`config.mk`:
```
export PLATFORM = sky130hd
export DESIGN_NAME = tq_bank_flat
export DESIGN_NICKNAME = d
export VERILOG_FILES = /design/src/rtl/tq_pkg.sv /design/src/rtl/tq_bank_if.sv /design/src/rtl/tq_cell.sv /design/src/rtl/tq_bank.sv /design/src/flat_wrapper.sv
export SDC_FILE = /design/constraint.sdc
export NUM_CORES = 1
export LEC_CHECK = 0
export CORE_UTILIZATION = 42
export DETAILED_ROUTE_END_ITERATION = 6
export GPL_TIMING_DRIVEN = 0
export PLACE_DENSITY = 0.81
export SKIP_CTS_REPAIR_TIMING = 1
export SLEW_MARGIN = 5
export SYNTH_ARGS = -nofsm -noshare
export SYNTH_HDL_FRONTEND = slang
export SYNTH_SLANG_ARGS = --single-unit
```
`constraint.sdc`:
```
create_clock -name clk -period 2 [get_ports clk]
set_input_delay 0.2 -clock clk [delete_from_list [all_inputs] [get_ports clk]]
set_output_delay 0.2 -clock clk [all_outputs]
set_load 0.01 [all_outputs]
```
`src/rtl/tq_pkg.sv`:
```
// Shared encodings for the toggle-cell bank: global mode codes and window FSM states.
package tq_pkg;

  localparam logic [1:0] MODE_TOGGLE = 2'b00;
  localparam logic [1:0] MODE_SC_ADD = 2'b01;
  localparam logic [1:0] MODE_HOLD   = 2'b10;
  localparam logic [1:0] MODE_CLEAR  = 2'b11;

  typedef enum logic [1:0] {
    ST_IDLE = 2'b00,
    ST_RUN  = 2'b01,
    ST_DONE = 2'b10
  } win_state_e;

endpackage

```
`src/rtl/tq_bank_if.sv`:
```
// Control/data bundle of the toggle bank: master drives stimulus, slave is the bank.
interface tq_bank_if #(
  parameter int CH    = 4,
  parameter int CNT_W = 8
);
  logic                      en;
  logic [1:0]                mode;
  logic [CH-1:0]             T;
  logic [CH-1:0]             A;
  logic [CH-1:0]             B;
  logic [CH-1:0]             load;
  logic [CH-1:0]             load_val;
  logic                      start;
  logic [CH-1:0]             Q;
  logic [CH*(CNT_W+1)-1:0]   ones;
  logic                      busy;
  logic                      done;

  modport master (
    output en, mode, T, A, B, load, load_val, start,
    input  Q, ones, busy, done
  );

  modport slave (
    input  en, mode, T, A, B, load, load_val, start,
    output Q, ones, busy, done
  );
endinterface

```
`src/rtl/tq_cell.sv`:
```
// One channel: T flip-flop / stochastic scaled adder (Q, S) plus its 1s counter.
module tq_cell
  import tq_pkg::*;
#(
  parameter int CNT_W = 8
) (
  input  logic             clk,
  input  logic             rst,
  input  logic             en,
  input  logic [1:0]       mode,
  input  logic             t,
  input  logic             a,
  input  logic             b,
  input  logic             load,
  input  logic             load_val,
  input  logic             clr_cnt,
  input  logic             cnt_en,
  output logic             q,
  output logic [CNT_W:0]   ones
);

  logic           q_q, q_d;
  logic           s_q, s_d;
  logic [CNT_W:0] ones_q, ones_d;

  always_comb begin
    q_d    = q_q;
    s_d    = s_q;
    ones_d = ones_q;
    if (en) begin
      if (load) begin
        q_d = load_val;
        s_d = load_val;
      end else begin
        case (mode)
          MODE_TOGGLE: begin
            q_d = q_q ^ t;
            s_d = q_q ^ t;
          end
          MODE_SC_ADD: begin
            // Equal operands pass through; differing ones alternate from S to give (A+B)/2.
            if (a == b) begin
              q_d = a;
            end else begin
              q_d = s_q;
              s_d = ~s_q;
            end
          end
          MODE_HOLD: ;
          default: begin
            q_d = 1'b0;
            s_d = 1'b0;
          end
        endcase
      end
    end
    // Counter samples the registered Q, i.e. the value before this edge's update.
    if (clr_cnt)     ones_d = '0;
    else if (cnt_en) ones_d = ones_q + {{CNT_W{1'b0}}, q_q};
  end

  always_ff @(posedge clk or negedge rst) begin
    if (!rst) begin
      q_q    <= 1'b0;
      s_q    <= 1'b0;
      ones_q <= '0;
    end else begin
      q_q    <= q_d;
      s_q    <= s_d;
      ones_q <= ones_d;
    end
  end

  assign q    = q_q;
  assign ones = ones_q;

endmodule

```
`src/rtl/tq_bank.sv`:
```
// CH toggle cells sharing one 2^CNT_W-sample measurement window for probability readout.
module tq_bank
  import tq_pkg::*;
#(
  parameter int CH    = 4,
  parameter int CNT_W = 8
) (
  input  logic      clk,
  input  logic      rst,
  tq_bank_if.slave  bus
);

  localparam logic [CNT_W:0] WIN_LAST = {1'b0, {CNT_W{1'b1}}};

  win_state_e              state_q, state_d;
  logic [CNT_W:0]          cnt_q, cnt_d;
  logic                    clr_cnt;
  logic                    cnt_en;
  logic [CH-1:0]           q_w;
  logic [CH-1:0][CNT_W:0]  ones_w;

  // Start handling is not gated by en; only counting is.
  always_comb begin
    state_d = state_q;
    cnt_d   = cnt_q;
    clr_cnt = 1'b0;
    cnt_en  = 1'b0;
    case (state_q)
      ST_IDLE, ST_DONE: begin
        if (bus.start) begin
          state_d = ST_RUN;
          cnt_d   = '0;
          clr_cnt = 1'b1;
        end else begin
          state_d = ST_IDLE;
        end
      end
      ST_RUN: begin
        if (bus.en) begin
          cnt_en = 1'b1;
          cnt_d  = cnt_q + 1'b1;
          if (cnt_q == WIN_LAST) state_d = ST_DONE;
        end
      end
      default: state_d = ST_IDLE;
    endcase
  end

  always_ff @(posedge clk or negedge rst) begin
    if (!rst) begin
      state_q <= ST_IDLE;
      cnt_q   <= '0;
    end else begin
      state_q <= state_d;
      cnt_q   <= cnt_d;
    end
  end

  for (genvar gi = 0; gi < CH; gi++) begin : g_cell
    tq_cell #(.CNT_W(CNT_W)) u_cell (
      .clk      (clk),
      .rst      (rst),
      .en       (bus.en),
      .mode     (bus.mode),
      .t        (bus.T[gi]),
      .a        (bus.A[gi]),
      .b        (bus.B[gi]),
      .load     (bus.load[gi]),
      .load_val (bus.load_val[gi]),
      .clr_cnt  (clr_cnt),
      .cnt_en   (cnt_en),
      .q        (q_w[gi]),
      .ones     (ones_w[gi])
    );
  end

  assign bus.Q    = q_w;
  assign bus.ones = ones_w;
  assign bus.busy = (state_q == ST_RUN);
  assign bus.done = (state_q == ST_DONE);

endmodule
```
`src/flat_wrapper.sv`:
```
// flat-port wrapper written by rule: the top's interface ports become plain ports
module tq_bank_flat import tq_pkg::*;
#(
  parameter int CH    = 4,
  parameter int CNT_W = 8
)
  (clk, rst, bus_en, bus_mode, bus_T, bus_A, bus_B, bus_load, bus_load_val, bus_start, bus_Q, bus_ones, bus_busy, bus_done);
  tq_bank_if #(.CH(CH), .CNT_W(CNT_W)) bus_i ();
  input  logic clk;
  input  logic rst;
  input wire logic [$bits(bus_i.en)-1:0] bus_en;
  input wire logic [$bits(bus_i.mode)-1:0] bus_mode;
  input wire logic [$bits(bus_i.T)-1:0] bus_T;
  input wire logic [$bits(bus_i.A)-1:0] bus_A;
  input wire logic [$bits(bus_i.B)-1:0] bus_B;
  input wire logic [$bits(bus_i.load)-1:0] bus_load;
  input wire logic [$bits(bus_i.load_val)-1:0] bus_load_val;
  input wire logic [$bits(bus_i.start)-1:0] bus_start;
  output wire logic [$bits(bus_i.Q)-1:0] bus_Q;
  output wire logic [$bits(bus_i.ones)-1:0] bus_ones;
  output wire logic [$bits(bus_i.busy)-1:0] bus_busy;
  output wire logic [$bits(bus_i.done)-1:0] bus_done;
  assign bus_i.en = bus_en;
  assign bus_i.mode = bus_mode;
  assign bus_i.T = bus_T;
  assign bus_i.A = bus_A;
  assign bus_i.B = bus_B;
  assign bus_i.load = bus_load;
  assign bus_i.load_val = bus_load_val;
  assign bus_i.start = bus_start;
  assign bus_Q = bus_i.Q;
  assign bus_ones = bus_i.ones;
  assign bus_busy = bus_i.busy;
  assign bus_done = bus_i.done;
  tq_bank #(.CH(CH), .CNT_W(CNT_W)) u_core (.clk(clk), .rst(rst), .bus(bus_i));
endmodule
```
Yosys cells after proc, flatten, opt, wreduce, memory -nomap -nowiden
Index checks and enable logic that the tools add are counted.
{"block": "word_totals", "reg_bits": 55, "output_inout_bits": 42, "wordCells": 105}
{"block": "op_classes", "n_addsub": 5, "eq_ne": 20, "mux": 43, "bitwise_logic": 8, "reduce_logical": 15}
{"cell": "$mux W9", "n": 10}
{"cell": "$add A9 B1 Y9", "n": 4}
{"cell": "$pmux W1 S3", "n": 8}
{"cell": "$mux W1", "n": 21}
{"cell": "$pmux W9 S2", "n": 1}
{"cell": "$reduce_and A3 Y1", "n": 5}
{"cell": "$ne A2 B2 Y1 const B", "n": 6}
{"cell": "$ne A3 B3 Y1 const B", "n": 4}
{"cell": "$reduce_and A2 Y1", "n": 5}
{"cell": "$add A9 B1 Y9 const B", "n": 1}
{"cell": "$eq A9 B8 Y1 const B", "n": 1}
{"cell": "$eq A1 B1 Y1", "n": 4}
{"cell": "$eq A2 B1 Y1 const B", "n": 2}
{"cell": "$eq A2 B2 Y1 const B", "n": 2}
{"cell": "$logic_not A2 Y1", "n": 2}
{"cell": "$mux W2", "n": 2}
{"cell": "$not A1 Y1", "n": 4}
{"cell": "$pmux W2 S2", "n": 1}
{"cell": "$reduce_bool A2 Y1", "n": 2}
{"cell": "$xor A1 B1 Y1", "n": 4}
{"cell": "$ne A2 B1 Y1 const B", "n": 1}
{"cell": "$reduce_or A2 Y1", "n": 1}

Longest topological paths before layout
Gate-level depths: netlist of run 1.
{"block": "depth", "word_depth": 4, "ltp_mapped": 7, "ltp_nobuf": 7}

Modules after synthesis
Synthesis of run 1 repeated with hierarchy kept, for this count alone.
{"block": "hier_totals", "hier_cells": 314, "hier_area_um2": 3120.5}
{"module": "tq_cell", "n_inst": 4, "cells_per_inst": 64, "area_per_inst_um2": 640.6, "seq_area_each_um2": 275.3}
{"module": "tq_bank", "n_inst": 1, "cells_per_inst": 58, "area_per_inst_um2": 558.0, "seq_area_each_um2": 275.3}

Worst setup path before layout of run 1
Ideal clock, no wire load.
{"block": "synth_path", "path_kind": "flip-flop to flip-flop", "startpoint": "register u_core.g_cell[2].u_cell.ones_q[0]", "endpoint": "register u_core.g_cell[2].u_cell.ones_q[8]", "setup_ns": 0.132, "arrival_time_ns": 1.486, "required_ns": 1.868, "setup_slack_ns": 0.382, "path_stages_with_launch": 7, "path_buffers": 0, "period_less_slack_ns": 1.618, "path_cell_list": "dfrtp_1 > ha_1 > ha_1 > nand3_1 > a2111oi_0 > xnor2_1 > nor2_1"}
{"block": "synth_between", "elab_chain_len": 3}
{"item": "start, declared", "line_no": "tq_cell.sv:24", "source": "logic [CNT_W:0] ones_q, ones_d;"}
{"item": "start signal, assigned", "line_no": "tq_cell.sv:70", "source": "ones_q <= ones_d;"}
{"item": "$add A9 B1 Y9", "line_no": "tq_cell.sv:59", "source": "else if (cnt_en) ones_d = ones_q + {{CNT_W{1'b0}}, q_q};"}
{"item": "$mux W9", "line_no": "tq_cell.sv:59"}
{"item": "$mux W9", "line_no": "tq_cell.sv:58", "source": "if (clr_cnt) ones_d = '0;"}
Every way passes these cells. The select of a mux whose other input is x is not followed.
A chain may end at the register's enable or synchronous reset.

Worst setup path in the final report of run 1
{"block": "layout_path", "startpoint": "input bus_en", "endpoint": "register u_core.cnt_q[0]"}
{"block": "layout_between", "elab_chain_len": 2}
{"item": "start, declared", "line_no": "flat_wrapper.sv:11", "source": "input wire logic [$bits(bus_i.en)-1:0] bus_en;"}
{"item": "$ne A2 B2 Y1 (no source line)"}
{"item": "$reduce_and A3 Y1 (no source line)"}
{"item": "end signal, assigned", "line_no": "tq_bank.sv:55", "source": "cnt_q <= cnt_d;"}
{"item": "end, declared", "line_no": "tq_bank.sv:16", "source": "logic [CNT_W:0] cnt_q, cnt_d;"}
Every way passes these cells.

==> results.sh, run 1 <==
export IMPL_yosysWarnings=0
export IMPL_drive_gt1_share_pct=4.534
export IMPL_die_width_um=85.92
export IMPL_fillers=616
export IMPL_wire_per_inst_um=13.57
export IMPL_area_growth_pct=30.96
export IMPL_core_area_mm2=0.006794
export IMPL_clock_sinks=55
export IMPL_setup_slack_ns=0.1237
export IMPL_synth_avg_cell_area_um2=9.243
export IMPL_global_route_usage_met3_pct=4.427
export IMPL_gp_congestion=0.8035
export IMPL_synth_area_leaders="dfrtp_1, nand2_1, xor2_1, ha_1, nor2_1"
export IMPL_die_area_mm2=0.007382
export IMPL_cts_buffer_depth=2
export IMPL_critPathTopFamily="buffers and inverters"
export IMPL_slew_headroom_pct=63.59
export IMPL_startpoint_type="input pin"
export IMPL_cp_data_arrival_time_ns=2.05
export IMPL_end_kind="flop"
export IMPL_drc=0
export IMPL_via_count=2590
export IMPL_yosys_cell_types_count=40
export IMPL_grtUsageTotal_pct=19.23
export IMPL_start_util_pct=43.54
export IMPL_via_per_inst=5.254
export IMPL_power_w=0.003197
export IMPL_ys_seq_elements=55
export IMPL_wirelength_um=6688
export IMPL_grt_busiest_layer="met2"
export IMPL_max_freq_mhz=533.0
export IMPL_first_iter_violations=121
export IMPL_worst_pin_slew_ns=0.5324
export IMPL_cp_cell_sequence="clkdlybuf4s50_1 > nand3b_1 > clkbuf_1 > clkbuf_1 > o21ai_0"
export IMPL_final_antenna_net_count=0
export IMPL_holdCritPathClass="input pin to asynchronous set/reset pin"
export IMPL_synthCells=320
export IMPL_drv_slew=0
export IMPL_irDropWorstVdd_mv=0.4272
export IMPL_fin_util_pct=57.02
export IMPL_crit_path_frequent_cell="clkbuf_1"
export IMPL_status="finished, final reports clean"
export IMPL_syn_area_mm2=0.002958
export IMPL_final_hold_violation_count=0
export IMPL_synthFlopType="dfrtp_1"
export IMPL_ys_seq_area_share_pct=46.53
export IMPL_die_h_um=85.92
export IMPL_port_buffers=67
export IMPL_critical_path_slowest_cell="clkdlybuf4s50_1"
export IMPL_dr_pass1_iters=4
export IMPL_global_route_overflow_total=0
export IMPL_antenna_found_initial=0
export IMPL_cts_buffers=5
export IMPL_antenna_cells=0
export IMPL_min_period_ns=1.876
export IMPL_grt_use_met1_pct=23.72
export IMPL_cp_max_fo=10
export IMPL_final_cell_mix="clkdlybuf4s50_1, dfrtp_1, nand2_1"
export IMPL_finalNetCount=432
export IMPL_ctsRootBufferMaster="clkbuf_8"
export IMPL_htreeDepth=2
export IMPL_ios=68
export IMPL_final_common_cell="clkdlybuf4s50_1"
export IMPL_maxCapViolCount=0
export IMPL_required_ns=2.17
export IMPL_cts_tree="built"
export IMPL_finalSetupTns_ns=0
export IMPL_synth_edff_count=0
export IMPL_leakagePower_nw=1.652
export IMPL_worstSetupPathType="input pin to flop"
export IMPL_met2_usage_pct=33.69
export IMPL_dp_hpwl_um=4986
export IMPL_power_density_mw_per_mm2=825.3
export IMPL_rsz0062_at_grt="no"
export IMPL_grt_pass1_wl_um=11310
export IMPL_cp_num_buf_inv=3
export IMPL_rows=30
export IMPL_grt_max_degree=40
export IMPL_clk_latency_ns=0.31
export IMPL_skew_ns=0.008417
export IMPL_synth_largest_area_cell="dfrtp_1"
export IMPL_synth_top_area_share_pct=46.53
export IMPL_first_global_vias=2498
export IMPL_clk_pin_slew_ns=0.09
export IMPL_min_period_over_period_pct=93.82
export IMPL_setup_violations=0
export IMPL_cpPeakStageDelay_ns=0.50
export IMPL_syn_num_nets=356
export IMPL_synthArstFlopShare_pct=100.0
export IMPL_place_ws_ns=-0.1461
==> metrics by stage <==
step                      hold slack, ns  cell area (µm²)  instances
after global placement            0.4680             3749        483
after global routing              0.3653             3874        493
final                             0.3339             3874        493
after floorplan                 -0.09559             2958        320
after detailed placement          0.1614             3764        484
after CTS                        -0.1833             3864        492
==> sequential cells by signal (all words and copies together), names as in the netlist <==
signal and cells:
u_core.cnt_q 9, u_core.g_cell.u_cell.s_q 4, u_core.g_cell.u_cell.ones 36, u_core.g_cell.u_cell.q 4, u_core.state_q 2
==> cells by family (layout without fill, tap and decap cells) <==
| group | after synthesis | after routing | share of synthesized area [%] |
|---|---|---|---|
| AOI/OAI and AO/OA | 50 | 50 | 10.91 |
| xor gates and xnor gates | 31 | 31 | 9.179 |
| adders and majority gates | 13 | 13 | 5.245 |
| buffers and inverters | 23 | 100 | 3.680 |
| DFF | 55 | 55 | 46.53 |
| muxes | 5 | 5 | 1.734 |
| and+or+nand+nor | 143 | 143 | 22.72 |
==> layer usage <==
metal | vias to the layer above | part of all wire [%]
met5 | - | 0
met3 | 9 | 5.1
met1 | 1223 | 44
met4 | 0 | 1.3
met2 | 84 | 50
li1 | 1274 | -
==> cell usage after synthesis, types with 3 or more instances <==
cell type	count
dfrtp_1	55
nand2_1	46
nor2_1	33
nand3_1	19
xor2_1	17
a21oi_1	15
xnor2_1	14
o21ai_0	11
clkbuf_1	10
ha_1	10
nand4_1	10
nor3_1	10
or3_1	9
buf_4	5
inv_1	5
nand2b_1	5
a211oi_1	4
mux2i_1	4
o41ai_1	4
and3_1	3
buf_2	3
maj3_1	3
o21a_1	3
==> worst register-to-register path: stages (launching register included) <==
cell and delay [ns]:
dfrtp_1 0.43, nand3b_1 0.29, clkbuf_1 0.41, clkbuf_1 0.42
o21ai_0 0.17
==> cell type report <==
cell class                 instances  area [µm²]  area share [%]
buffer                            18       90.09           2.326
clock buffer                       8       100.1           2.584
inverter                           5       18.77          0.4845
multi-input combinational        242        1473           38.02
sequential                        55        1376           35.53
tap                               96       120.1           3.101
timing repair buffer              69       695.7           17.96
==> where the power goes <==
part / internal [W] / switching [W]
Clock: 0.000317 / 0.000354
Sequential: 0.00131 / 0.000244
Combinational: 0.000529 / 0.000442
Total: 0.00216 / 0.00104
==> worst paths after layout <==
kind	endpoint	start	slack (ns)	cells after the start
hold / removal	u_core.g_cell[0].u_cell.q$_DFFE_PN0P_	rst	0.33	2
max in group asynchronous	u_core.g_cell[3].u_cell.ones[2]$_DFFE_PN0P_	rst	1.13	3
hold reg to reg	u_core.g_cell[3].u_cell.ones[8]$_DFFE_PN0P_	u_core.g_cell[3].u_cell.ones[8]$_DFFE_PN0P_	0.49	1
min in group clk	u_core.g_cell[3].u_cell.ones[8]$_DFFE_PN0P_	u_core.g_cell[3].u_cell.ones[8]$_DFFE_PN0P_	0.49	1
setup / recovery	u_core.cnt_q[0]$_DFFE_PN0P_	bus_en	0.12	5
setup reg to reg	u_core.cnt_q[0]$_DFFE_PN0P_	u_core.state_q[0]$_DFFE_PN0P_	0.13	4
Note: power is estimated with default switching activity, not from simulation.
==> run 2: changes to the inputs <==
--- a/config.mk
+++ b/config.mk
@@ -5,10 +5,12 @@
 export SDC_FILE = /design/constraint.sdc
 export NUM_CORES = 1
 export LEC_CHECK = 0
+export CORE_MARGIN = 4
 export CORE_UTILIZATION = 42
 export DETAILED_ROUTE_END_ITERATION = 6
 export GPL_TIMING_DRIVEN = 0
 export PLACE_DENSITY = 0.81
+export RECOVER_POWER = 100
 export SKIP_CTS_REPAIR_TIMING = 1
 export SLEW_MARGIN = 5
 export SYNTH_ARGS = -nofsm -noshare
==> run 2 against run 1 <==
Against the previous run:
- final cell count stayed put
- global-route usage is 2.6 points lower
- die area is 14% higher
- clock power is 12% lower
- first-iteration DRC count is 18% lower
- critical path type is now flop to primary output
- critical endpoint is now bus_busy
- highest routed layer unchanged
==> results.sh, run 2 (synthesized netlist as in run 1, its figures left out) <==
export IMPL_status="finished, final reports clean"
export IMPL_skew_ns=0.004373
export IMPL_cp_max_fo=6
export IMPL_wire_per_inst_um=14.03
export IMPL_die_h_um=91.92
export IMPL_finalSetupTns_ns=0
export IMPL_die_area_mm2=0.008449
export IMPL_setup_violations=0
export IMPL_r2r_end="u_core.g_cell[0].u_cell.ones[8]$_DFFE_PN0P_"
export IMPL_reg2reg_depth=5
export IMPL_core_area_mm2=0.006832
export IMPL_ios=68
export IMPL_maxCapViolCount=0
export IMPL_end_kind="primary output"
export IMPL_worst_pin_slew_ns=1.255
export IMPL_cp_cell_sequence="nor2b_1 > clkdlybuf4s50_1"
export IMPL_max_freq_mhz=536.5
export IMPL_rsz0062_at_grt="no"
export IMPL_leakagePower_nw=1.754
export IMPL_worstSetupPathType="flop to primary output"
export IMPL_final_hold_violation_count=0
export IMPL_clk_pin_slew_ns=0.09
export IMPL_power_density_mw_per_mm2=795.2
export IMPL_grt_max_degree=35
export IMPL_finalNetCount=432
export IMPL_clk_latency_ns=0.30
export IMPL_grtUsageTotal_pct=16.66
export IMPL_area_growth_pct=30.25
export IMPL_htreeDepth=2
export IMPL_cts_buffers=5
export IMPL_first_iter_violations=99
export IMPL_dp_hpwl_um=5292
export IMPL_cts_tree="built"
export IMPL_power_w=0.003063
export IMPL_min_path_cells=1
export IMPL_port_buffers=67
export IMPL_ctsRootBufferMaster="clkbuf_8"
export IMPL_via_per_inst=5.292
export IMPL_gp_congestion=0.8043
export IMPL_min_period_ns=1.864
export IMPL_r2r_slack_ns=0.17
export IMPL_irDropWorstVdd_mv=0.4121
export IMPL_largest_reg_flops=36
export IMPL_fin_util_pct=56.39
export IMPL_global_route_overflow_total=0
export IMPL_grt_pass1_wl_um=11550
export IMPL_die_width_um=91.92
export IMPL_wirelength_um=6916
export IMPL_required_ns=1.80
export IMPL_rr_startpoint="u_core.state_q[0]$_DFFE_PN0P_"
export IMPL_drive_gt1_share_pct=4.030
export IMPL_final_cell_mix="dfrtp_1, nand2_1, dlygate4sd3_1"
export IMPL_dr_pass1_iters=4
export IMPL_drc=0
export IMPL_design_area_mm2=0.003852
export IMPL_place_area_mm2=0.003764
export IMPL_clock_sinks=55
export IMPL_cpPeakStageDelay_ns=0.62
export IMPL_hp_start="u_core.g_cell[3].u_cell.ones[8]$_DFFE_PN0P_"
export IMPL_antenna_found_initial=0
export IMPL_holdCritPathClass="flop to flop"
export IMPL_cts_buffer_depth=2
export IMPL_startpoint_type="flop"
export IMPL_critical_path_slowest_cell="clkdlybuf4s50_1"
export IMPL_via_count=2609
export IMPL_final_antenna_net_count=0
export IMPL_final_common_cell="dfrtp_1"
export IMPL_cp_data_arrival_time_ns=1.66
export IMPL_drv_slew=0
export IMPL_holdPathEnd="u_core.g_cell[3].u_cell.ones[8]$_DFFE_PN0P_"
export IMPL_antenna_cells=0
export IMPL_slew_headroom_pct=16.34
export IMPL_rows=30
export IMPL_start_util_pct=43.30
export IMPL_min_period_over_period_pct=93.19
export IMPL_first_global_vias=2542
## run 2: cell types whose count changed in the layout (fill, tap and decap cells not counted)
cell	previous run	this run
clkinv_2	0	1
clkbuf_1	11	13
a2111oi_0	1	0
buf_2	4	2
clkbuf_2	0	2
clkdlybuf4s50_1	66	23
dlygate4sd3_1	1	44
buf_4	5	4
clkbuf_8	7	5
a2111oi_1	0	1
## run 2: power breakdown
group          internal [W]  switching, W  total (W)  leakage (nW)
Combinational      0.000475      0.000450   0.000925         0.986
Sequential          0.00131      0.000236    0.00155         0.725
Clock              0.000247      0.000343   0.000590        0.0422
## run 2: routing by layer
metal	vias up	global-route usage, %	part of all wire (%)
met1	1241	20.58	43
met5	-	0	0
met4	0	4.208	1.1
met3	12	4.594	7.1
met2	87	28.77	49
li1	1269	-	-
## run 2: critical path, delay by kind of cell (launching register included)
| kind | cells | cell delay, ns |
|---|---|---|
| flip-flops | 1 | 0.43 |
| buffers and inverters | 1 | 0.62 |
| AND/OR/NAND/NOR | 1 | 0.31 |
## run 2: metrics by stage
step	setup WS, ns	hold slack [ns]	cells
2_1_floorplan	0.3820	-0.09559	320
4_1_cts	0.1049	-0.1279	492
3_5_place_dp	-0.1293	0.2076	484
3_3_place_gp	-0.9658	0.4676	483
6_report	0.1362	0.4748	493
5_1_grt	0.01266	0.5165	493
## run 2: cell type report
type	instances	area [µm²]
sequential	55	1376
multi-input combinational	242	1474
inverter	5	18.77
fill	638	2979
timing repair buffer	69	694.4
clock buffer	7	76.32
buffer	18	87.58
tap	96	120.1
clock inverter	1	5.005
## run 2: how the worst max path moves through the flow
| stage | start | to | slack (ns) | cells past startpoint |
|---|---|---|---|---|
| CTS | u_core.g_cell[2].u_cell.q$_DFFE_PN0P_ | u_core.g_cell[2].u_cell.ones[8]$_DFFE_PN0P_ | 0.10 | 6 |
| global placement | rst | u_core.g_cell[1].u_cell.ones[6]$_DFFE_PN0P_ | -0.97 | 1 |
| global route | u_core.state_q[0]$_DFFE_PN0P_ | bus_busy | 0.01 | 2 |
| floorplan | u_core.g_cell[2].u_cell.ones[0]$_DFFE_PN0P_ | u_core.g_cell[2].u_cell.ones[8]$_DFFE_PN0P_ | 0.38 | 6 |
| finish | u_core.state_q[0]$_DFFE_PN0P_ | bus_busy | 0.14 | 2 |
| detailed placement | bus_en | u_core.g_cell[3].u_cell.ones[1]$_DFFE_PN0P_ | -0.13 | 6 |
